**config.mk**
```make
export PLATFORM = sky130hd
export DESIGN_NAME = vote_result_tx
export DESIGN_NICKNAME = d
export VERILOG_FILES = /design/src/rtl/vote_pkg.sv /design/src/rtl/vote_frame_mux.sv /design/src/rtl/vote_result_tx.sv
export SDC_FILE = /design/constraint.sdc
export NUM_CORES = 1
export LEC_CHECK = 0
export CELL_PAD_IN_SITES_DETAIL_PLACEMENT = 0
export CELL_PAD_IN_SITES_GLOBAL_PLACEMENT = 1
export CORE_AREA = 2 2 211 109
export DETAILED_ROUTE_END_ITERATION = 12
export DIE_AREA = 0 0 213 111
export PLACE_DENSITY = 0.79
export SLEW_MARGIN = 20
export SYNTH_ARGS = -nofsm -noshare
export SYNTH_HDL_FRONTEND = slang
export SYNTH_SLANG_ARGS = --single-unit
```
**constraint.sdc**
```tcl
create_clock -name clk -period 2.1 [get_ports clk]
set_input_delay 0.42 -clock clk [delete_from_list [all_inputs] [get_ports clk]]
set_output_delay 0.42 -clock clk [all_outputs]
set_load 0.05 [all_outputs]
```
**src/rtl/vote_pkg.sv**
```systemverilog
// ---------------------------------------------------------------------------
// vote_pkg
// Shared definitions for the vote result announcer: FSM state encoding,
// default frame header, candidate id bytes and the frame-length helper.
//
// Optional build macro: VOTE_RESULT_CHECKSUM_EN
//   When defined, every frame carries one extra trailing XOR checksum byte,
//   and frame_len() accounts for it.
// ---------------------------------------------------------------------------
package vote_pkg;

  typedef enum logic [2:0] {
    IDLE,
    LATCH,
    CMP1,
    CMP2,
    SEND,
    DONE
  } state_t;

  localparam logic [7:0] HEADER_DEFAULT = 8'hA5;

  localparam int NUM_CAND = 3;

  localparam logic [7:0] CAND_ID1 = 8'h01;
  localparam logic [7:0] CAND_ID2 = 8'h02;
  localparam logic [7:0] CAND_ID3 = 8'h03;

  // Wide enough for the longest frame (18 bytes at COUNT_W=32 with checksum)
  localparam int IDX_W = 5;

  // Candidate number (1..NUM_CAND) to its id byte in the frame
  function automatic logic [7:0] cand_id(input int c);
    case (c)
      1:       return CAND_ID1;
      2:       return CAND_ID2;
      3:       return CAND_ID3;
      default: return 8'h00;
    endcase
  endfunction

  // Header + per candidate (id + count bytes) + winner [+ checksum]
  function automatic int frame_len(input int count_w);
`ifdef VOTE_RESULT_CHECKSUM_EN
    return 3 + NUM_CAND * (1 + count_w / 8);
`else
    return 2 + NUM_CAND * (1 + count_w / 8);
`endif
  endfunction

endpackage

```
**src/rtl/vote_frame_mux.sv**
```systemverilog
// ---------------------------------------------------------------------------
// vote_frame_mux
// Purely combinational byte selector for the result frame. Given the current
// byte index it returns the matching frame byte built from the latched counts,
// the resolved winner and (optionally) the running checksum.
//
// Frame layout: HEADER, {id c, count c MSB first} for c=1..3, winner [, chk]
//
// Ports:
//   i_idx      in   IDX_W    byte index within the frame
//   i_count1   in   COUNT_W  latched candidate 1 count
//   i_count2   in   COUNT_W  latched candidate 2 count
//   i_count3   in   COUNT_W  latched candidate 3 count
//   i_winner   in   2        resolved winner (0 = tie)
//   i_chk      in   8        running XOR (only with VOTE_RESULT_CHECKSUM_EN)
//   o_data     out  8        selected frame byte (0 for out-of-range index)
//
// Optional build macro: VOTE_RESULT_CHECKSUM_EN
// ---------------------------------------------------------------------------
module vote_frame_mux
  import vote_pkg::*;
#(
  parameter int         COUNT_W = 32,
  parameter logic [7:0] HEADER  = HEADER_DEFAULT
) (
  input  logic [IDX_W-1:0]   i_idx,
  input  logic [COUNT_W-1:0] i_count1,
  input  logic [COUNT_W-1:0] i_count2,
  input  logic [COUNT_W-1:0] i_count3,
  input  logic [1:0]         i_winner,
`ifdef VOTE_RESULT_CHECKSUM_EN
  input  logic [7:0]         i_chk,
`endif
  output logic [7:0]         o_data
);

  localparam int NB        = COUNT_W / 8;
  localparam int FRAME_LEN = frame_len(COUNT_W);
  localparam int WIN_IDX   = 1 + NUM_CAND * (1 + NB);

  logic [COUNT_W-1:0] w_cnt   [NUM_CAND];
  logic [7:0]         w_table [FRAME_LEN];

  assign w_cnt[0] = i_count1;
  assign w_cnt[1] = i_count2;
  assign w_cnt[2] = i_count3;

  // The whole frame is laid out as a constant-indexed table so that the
  // runtime selection below is a single array lookup.
  assign w_table[0] = HEADER;

  for (genvar c = 0; c < NUM_CAND; c++) begin : g_cand
    assign w_table[c*(1+NB)+1] = cand_id(c + 1);
    for (genvar b = 0; b < NB; b++) begin : g_byte
      assign w_table[c*(1+NB)+2+b] = w_cnt[c][(NB-1-b)*8 +: 8];
    end
  end

  assign w_table[WIN_IDX] = {6'b000000, i_winner};

`ifdef VOTE_RESULT_CHECKSUM_EN
  assign w_table[WIN_IDX+1] = i_chk;
`endif

  // Index past the end of the frame reads as zero rather than X
  always_comb begin
    o_data = 8'h00;
    if (i_idx < IDX_W'(FRAME_LEN)) begin
      o_data = w_table[i_idx];
    end
  end

endmodule

```
**src/rtl/vote_result_tx.sv**
```systemverilog
// ---------------------------------------------------------------------------
// vote_result_tx
// Announcer for the voting machine tallies. On the rising edge of
// i_voting_over it latches the three counts, resolves the winner (or a tie)
// over two compare cycles, then streams a byte frame over a valid/ready link
// and returns to idle after a one-cycle done pulse.
//
// Ports:
//   clk            in   1        system clock
//   rst            in   1        synchronous active-high reset
//   i_voting_over  in   1        voting finished (rising edge starts a frame)
//   i_count1..3    in   COUNT_W  candidate tallies
//   o_tx_data      out  8        frame byte
//   o_tx_valid     out  1        o_tx_data valid
//   i_tx_ready     in   1        downstream accepts when valid & ready
//   o_winner       out  2        1..3 winner, 0 = tie / no result
//   o_busy         out  1        high from LATCH through SEND
//   o_done         out  1        one-cycle pulse after last byte accepted
//
// Optional build macro: VOTE_RESULT_CHECKSUM_EN
//   Appends an XOR-of-all-previous-bytes checksum as the final frame byte.
// ---------------------------------------------------------------------------
module vote_result_tx
  import vote_pkg::*;
#(
  parameter int         COUNT_W = 32,
  parameter logic [7:0] HEADER  = HEADER_DEFAULT
) (
  input  logic               clk,
  input  logic               rst,
  input  logic               i_voting_over,
  input  logic [COUNT_W-1:0] i_count1,
  input  logic [COUNT_W-1:0] i_count2,
  input  logic [COUNT_W-1:0] i_count3,
  output logic [7:0]         o_tx_data,
  output logic               o_tx_valid,
  input  logic               i_tx_ready,
  output logic [1:0]         o_winner,
  output logic               o_busy,
  output logic               o_done
);

  localparam int LAST_IDX = frame_len(COUNT_W) - 1;

  // Only whole-byte count widths up to 32 bits are supported
  if (!(COUNT_W == 8 || COUNT_W == 16 || COUNT_W == 24 || COUNT_W == 32)) begin : g_bad_count_w
    $error("vote_result_tx: COUNT_W must be 8, 16, 24 or 32");
  end

  state_t             r_state;
  state_t             w_next_state;
  logic               r_prev_over;
  logic [COUNT_W-1:0] r_cnt1;
  logic [COUNT_W-1:0] r_cnt2;
  logic [COUNT_W-1:0] r_cnt3;
  logic [COUNT_W-1:0] r_max12;
  logic [1:0]         r_max12_id;
  logic               r_eq12;
  logic [1:0]         r_winner;
  logic [IDX_W-1:0]   r_idx;
`ifdef VOTE_RESULT_CHECKSUM_EN
  logic [7:0]         r_chk;
`endif

  logic               w_start;
  logic               w_hs;
  logic               w_last;
  logic [7:0]         w_tx_data;

  assign w_start  = i_voting_over & ~r_prev_over;
  assign w_hs     = (r_state == SEND) & i_tx_ready;
  assign w_last   = (r_idx == IDX_W'(LAST_IDX));
  assign o_winner = r_winner;

  // Data is forced to zero outside SEND so the idle/reset output is all zeros
  assign o_tx_data = o_tx_valid ? w_tx_data : 8'h00;

  vote_frame_mux #(
    .COUNT_W (COUNT_W),
    .HEADER  (HEADER)
  ) u_frame_mux (
    .i_idx    (r_idx),
    .i_count1 (r_cnt1),
    .i_count2 (r_cnt2),
    .i_count3 (r_cnt3),
    .i_winner (r_winner),
`ifdef VOTE_RESULT_CHECKSUM_EN
    .i_chk    (r_chk),
`endif
    .o_data   (w_tx_data)
  );

  // State register
  always_ff @(posedge clk) begin
    if (rst) begin
      r_state <= IDLE;
    end else begin
      r_state <= w_next_state;
    end
  end

  // Previous voting-over level. It tracks the input in every state, so an
  // edge seen while busy is consumed and never queued for a later frame.
  always_ff @(posedge clk) begin
    if (rst) begin
      r_prev_over <= 1'b0;
    end else begin
      r_prev_over <= i_voting_over;
    end
  end

  // Next-state and Moore outputs. SEND only leaves after the final byte's
  // handshake, so valid and data stay put across any ready stall.
  always_comb begin
    w_next_state = r_state;
    o_tx_valid   = 1'b0;
    o_busy       = 1'b0;
    o_done       = 1'b0;
    case (r_state)
      IDLE: begin
        if (w_start) begin
          w_next_state = LATCH;
        end
      end
      LATCH: begin
        o_busy       = 1'b1;
        w_next_state = CMP1;
      end
      CMP1: begin
        o_busy       = 1'b1;
        w_next_state = CMP2;
      end
      CMP2: begin
        o_busy       = 1'b1;
        w_next_state = SEND;
      end
      SEND: begin
        o_busy     = 1'b1;
        o_tx_valid = 1'b1;
        if (w_hs && w_last) begin
          w_next_state = DONE;
        end
      end
      DONE: begin
        o_done       = 1'b1;
        w_next_state = IDLE;
      end
      default: begin
        w_next_state = IDLE;
      end
    endcase
  end

  // Datapath: count capture, two-step winner resolution and byte indexing.
  // The winner is resolved as a pairwise max of 1/2 first, then against 3;
  // any equality at the top value collapses the result to 0 (tie).
  always_ff @(posedge clk) begin
    if (rst) begin
      r_cnt1     <= '0;
      r_cnt2     <= '0;
      r_cnt3     <= '0;
      r_max12    <= '0;
      r_max12_id <= 2'd0;
      r_eq12     <= 1'b0;
      r_winner   <= 2'd0;
      r_idx      <= '0;
    end else begin
      case (r_state)
        IDLE: begin
          if (w_start) begin
            r_cnt1   <= i_count1;
            r_cnt2   <= i_count2;
            r_cnt3   <= i_count3;
            r_winner <= 2'd0;
          end
        end
        CMP1: begin
          if (r_cnt1 >= r_cnt2) begin
            r_max12    <= r_cnt1;
            r_max12_id <= 2'd1;
          end else begin
            r_max12    <= r_cnt2;
            r_max12_id <= 2'd2;
          end
          r_eq12 <= (r_cnt1 == r_cnt2);
        end
        CMP2: begin
          if (r_cnt3 > r_max12) begin
            r_winner <= 2'd3;
          end else if (r_cnt3 == r_max12 || r_eq12) begin
            r_winner <= 2'd0;
          end else begin
            r_winner <= r_max12_id;
          end
          r_idx <= '0;
        end
        SEND: begin
          if (w_hs) begin
            r_idx <= r_idx + IDX_W'(1);
          end
        end
        default: begin
        end
      endcase
    end
  end

`ifdef VOTE_RESULT_CHECKSUM_EN
  // Running XOR of every byte accepted so far; at the checksum index it
  // already holds the XOR of all preceding bytes, header included.
  always_ff @(posedge clk) begin
    if (rst) begin
      r_chk <= 8'h00;
    end else if (r_state == CMP2) begin
      r_chk <= 8'h00;
    end else if (w_hs) begin
      r_chk <= r_chk ^ w_tx_data;
    end
  end
`endif

endmodule

```
# Word-level counts from Yosys, hierarchy flattened
# Cells that the tools add are included.
# word_totals
register_bits	142
input_bits	100
wordCells	59
# op_classes
n_addsub	1
n_lt_le_gt_ge	4
eq_ne	11
mux	19
n_bitwise	4
reduce_logical	10
# ops
op	count
32-bit == test	2
8-bit binary-select mux with 5-bit select	1
32-bit greater-or-equal comparator	1
32-bit greater-than comparator	1
32-bit two-way mux	1
8-bit two-way mux	4
3-bit case mux with 5 select lines	1
5-bit case mux with 2 select lines	1
2-bit two-way mux	4
2-bit AND reduction	4
3-bit by 2-bit == test with 1-bit output (second input constant)	2
3-bit == test (second input constant)	2
6-bit greater-or-equal comparator (second input constant)	1
3-bit two-way mux	2
5-bit inverter with 6-bit output	1
5-bit by 1-bit adder with 5-bit output (second input constant)	1
5-bit == test (second input constant)	1
5-bit less-than comparator (second input constant)	1
5-bit two-way mux	1
2-bit != test (second input constant)	2
2-bit case mux with 2 select lines	1
2-bit nonzero test	2
4-bit OR reduction	1
3-bit by 1-bit == test with 1-bit output (second input constant)	1
other kinds (7)	10

# Longest topological paths before layout
# depth
ltp_word	6
mapped_depth	10
depth_no_buf	8

# Cells and area by module
# A second synthesis with hierarchy kept.
# unflattened
hier_cells	1020
area_unflattened_um2	8265.4
# by_module_without_submodules
module	instances	cells_per_inst	area_each_um2
vote_result_tx	1	911	7322.0
vote_frame_mux	1	109	943.4

# Worst setup path before layout
# Ideal clock, no wire load.
# synth_path
path_kind	register -> output
from	register r_idx[1]
to	output o_tx_data[2]
arrival_ns	2.549
required_ns	1.680
slack_ns	-0.869
stages_incl_launch_ff	10
n_path_buf	3
cell_sequence	dfxtp_1 -> buf_2 -> buf_2 -> buf_2 -> mux2i_1 -> nor2_1 -> a21oi_1 -> a21oi_1 -> nor2_1 -> a211oi_1
# synth_between
elab_chain_len	6
word_cells_on_any_way	7
# synth_lines
item	line	rtl
start: declaration	vote_result_tx.sv:60	logic [IDX_W-1:0] r_idx;
start signal: assignment	vote_result_tx.sv:199	r_idx <= r_idx + IDX_W'(1);
5-bit inverter with 6-bit output (implied by the code)	vote_frame_mux.sv:69	o_data = w_table[i_idx];
8-bit binary-select mux with 5-bit select	vote_frame_mux.sv:69	
8-bit two-way mux (implied by the code) (2 in series)	vote_frame_mux.sv:69	
8-bit two-way mux (*)	vote_frame_mux.sv:68	if (i_idx < IDX_W'(FRAME_LEN)) begin
8-bit two-way mux (*)	vote_result_tx.sv:76	assign o_tx_data = o_tx_valid ? w_tx_data : 8'h00;
end: declaration	vote_result_tx.sv:35	output logic [7:0] o_tx_data,
# Every way passes the cells marked *; elsewhere a longest branch is shown, timed or not. The select of a mux whose other input is x is not followed.

# Worst setup path in the final report
# layout_path
from	register r_idx[0]
to	output o_tx_data[0]
# Same word-level chain as after synthesis.

==> run_results.csv <==
group,metric,value,unit
run_status,run_status,"complete, but fails checks",
run_status,violations,"negative setup slack",
worst_setup_path,critical_path.top_delay_family,"multiplexers",
yosys,dominantRegCellSynth,"sky130_fd_sc_hd__dfxtp_1",
clock_network,cts.reportedPaths.clkPinSlew,0.06,ns
route,route.detailed.wl_per_inst,21.7,µm
cells_and_area,fill_cells,1847,
global_route,grt_max_degree,58,
worst_setup_path,critical-path-top-cell-by-count,"sky130_fd_sc_hd__mux4_2",
yosys,synth_seq_cells,142,
route,drcViolationCount,0,
floorplanning,start_util,37.1,%
clock_network,worst_skew_late_latency,0.44,ns
timing,rsz_0062_raised_after_global_routing,"yes",
cells_and_area,final_cell_area,13400,µm²
worst_setup_path,cp_slowest_cell,"sky130_fd_sc_hd__mux4_2",
cells_and_area,diodes,0,
yosys,synth_edf_count,0,
worst_setup_path,slowest_delay,0.54,ns
yosys,synth_warnings,0,
worst_setup_path,worstSetupStartpointType,"register",
global_route,vias_in_the_first_global_route,8507,
yosys,post_synth_inst_count,990,
cells_and_area,most-common-layout-cells,"sky130_fd_sc_hd__nand2_1, sky130_fd_sc_hd__buf_4, sky130_fd_sc_hd__a21oi_1, sky130_fd_sc_hd__dfxtp_1, sky130_fd_sc_hd__clkdlybuf4s50_1",
yosys,async_reset_ff_share,0,%
global_route,grt_util_met2,39.3,%
timing,slew_headroom,46.1,%
timing,finalClockSkew,0.0113,ns
floorplanning,die_w,213,µm
clock_network,cts-buffers-inserted,17,
timing,fin_ws,-0.520,ns
route,final_antenna_net_count,0,
placed_design,placement.io_buffers,112,
route,initialDrtViolationCount,857,
worst_setup_path,path_max_fanout,4,
global_route,globalRouteMet3Util,9.15,%
clock_network,clock_tree.root_cell,"sky130_fd_sc_hd__clkbuf_16",
worst_setup_path,critical_path.n_buffers_inverters,1,
cells_and_area,multiInputGateArea,6020,µm²
route,num_vias,8688,
yosys,synth_seq_area_share,34.7,%
power_and_ir_drop,p_per_area,841,nW/µm²
placed_design,gp_congestion,0.887,
timing,maximum_frequency_from_static_timing_analysis,0.382,GHz
floorplanning,floorplan.core_area,22100,µm²
worst_hold_path,worst_hold_path_type,"reg2reg",
clock_network,clock-sinks,142,
worst_setup_path,cp_data_arrival_time,2.20,ns
global_route,busiest_layer,"met1",
timing,tightest_slew,0.809,ns
route,detail_route.wirelength,33800,µm
yosys,synth_cell_types,63,
cells_and_area,area_growth_syn_to_layout,63.0,%
worst_setup_path,worstSetupPathType,"reg2out",
worst_setup_path,worstPathCellList,"mux4_2 > mux4_2 > nand2b_4 > a21oi_4 > buf_6",
yosys,summed_instance_area_of_the_synthesized_netlist,8200,µm²
timing,period_minus_slack,2.62,ns
global_route,grt_use_total,28.4,%
yosys,postSynthAreaPerCell,8.28,µm²
cells_and_area,layout_cell_share_with_drive_strength_beyond_1,37.1,%
global_route,globalRouteMet1Util,42.5,%
yosys,syn_nets,1156,
worst_setup_path,crit_path_end_kind,"output port",
power_and_ir_drop,finalPower,11.2,mW
clock_network,post_cts_hold_buffer_count,0,
power_and_ir_drop,p_leak,4.86,nW
route,detail_route.vias_per_cell,5.57,
cells_and_area,final-seq-area,2880,µm²
timing,setup_viol,45,
placed_design,place_worst_setup_slack,-0.252,ns
worst_setup_path,req_time_crit_path,1.68,ns
power_and_ir_drop,irDropWorstVdd,527,µV
route,drt_pass1_iterations,5,
floorplanning,fp-row-count,39,
global_route,grt_first_pass_wirelength,50200,µm
flow_run,cap_viol_max_count,0,
clock_network,cts_tree,"done",
clock_network,clockBufferDepth,2,
global_route,grt-ovfl-total,0,
clock_network,cts_max_level,4,
timing,timing.final.hold_violations,0,
global_route,antenna_found_initial,0,
floorplanning,ioPinCount,113,
placed_design,post_dp_cell_area,11100,µm²
floorplanning,fp.dieArea,23600,µm²
cells_and_area,most_common_library_cell_in_the_layout_ignoring_fill_and_taps,"sky130_fd_sc_hd__nand2_1",
floorplanning,die-height,111,µm
timing,timing_max_transition_violations_final,0,
cells_and_area,layout.nets,1405,
timing,layout_worst_path_cycle_share,125,%
placed_design,post-dp-hpwl,23300,µm
-- flip-flops by register name (all words and copies together) (netlist names) --
register     count
r_cnt1          32
r_cnt2          32
r_cnt3          32
r_max12         32
r_idx            5
r_state          3
o_winner         2
r_max12_id       2
r_eq12           1
r_prev_over      1
-- logic make-up after synthesis --
logic type / after synthesis / share of synthesized area, %
AND/OR/NAND/NOR: 306 / 16.6
AO/OA/AOI/OAI: 296 / 24.8
buffers and inverters: 146 / 8.30
flip-flops: 142 / 34.7
adder cells (fa/ha/maj): 66 / 10.1
multiplexers: 29 / 5.05
XOR/XNOR: 5 / 0.534
-- routing by layer --
metal	share of wire, %	wire length, µm	vias to the layer above
met3	11	3650	53
met5	0	0	-
met2	42	14100	403
met1	46	15600	4204
li1	-	-	4028
met4	1.4	477	0
-- report_power, final --
group	internal, mW	switching [mW]	total [mW]
Clock	2.29	1.26	3.54
Combinational	2.09	2.50	4.59
Sequential	2.95	0.165	3.11
-- metrics by stage --
step	hold slack [ns]	cells	TNS [ns]	util, %
final	0.479	1559	-16.12	60.4
after global placement	0.471	1508	-7.48	50.2
after global routing	0.507	1559	-19.42	60.4
after CTS	0.478	1560	-14.16	58.4
after detailed placement	0.477	1508	-8.54	50.2
after floorplan	0.446	990	-0.300	-
-- cell type report --
type / instances / share of cell area, %
multi-input combinational: 702 / 45.1
timing repair buffer: 305 / 23.4
sequential: 142 / 21.5
clock buffer: 21 / 3.45
tap: 307 / 2.88
inverter: 71 / 2.05
clock inverter: 11 / 1.58
-- cell usage after synthesis (all sizes together), types with 2 or more instances --
cell	instances	share of area (%)
buf	28	2.2
a211oi	3	0.27
nor2	21	0.96
a22oi	3	0.27
a21oi	130	7.9
dfxtp	142	35
nand2	216	9.9
o211ai	6	0.72
nand3	15	0.98
a2111oi	2	0.29
o21ai	51	3.2
or2	2	0.15
mux2	9	1.2
a31oi	35	2.7
nor3	9	0.55
o21a	6	0.55
a21o	6	0.55
nand4	18	1.6
and3b	2	0.21
nor2b	4	0.31
and4	2	0.21
ha	66	10
nor4	5	0.64
mux4	9	2.5
and3	2	0.15
o211a	4	0.58
xnor2	4	0.43
nor3b	2	0.18
a221oi	34	5.9
clkbuf	47	2.9
a221o	6	0.73
nand2b	4	0.31
a311oi	5	0.61
inv	70	3.2
mux2i	11	1.3
-- worst paths after layout --
kind               startpoint            to  slack, ns  cells past startpoint
setup / recovery     r_idx[0]  o_tx_data[0]      -0.52                      5
hold / removal    r_max12[31]   r_max12[31]       0.48                      2
setup reg to reg   r_cnt2[18]    r_max12[7]      -0.40                     11
hold reg to reg   r_max12[31]   r_max12[31]       0.48                      2
-- worst min-delay path, delay by kind of cell, from the launching register on --
| kind | cells | cell delay (ns) |
|---|---|---|
| buffers and inverters | 1 | 0.07 |
| AOI/OAI and AO/OA | 1 | 0.06 |
| DFF | 1 | 0.29 |
-- timing repair --
item                       CTS  global route
resized for setup          164            84
pin swaps                   67            72
setup endpoints to repair   45            45
buffers inserted            11             6
cloned                       9             1
(Power assumes the default switching activity.)
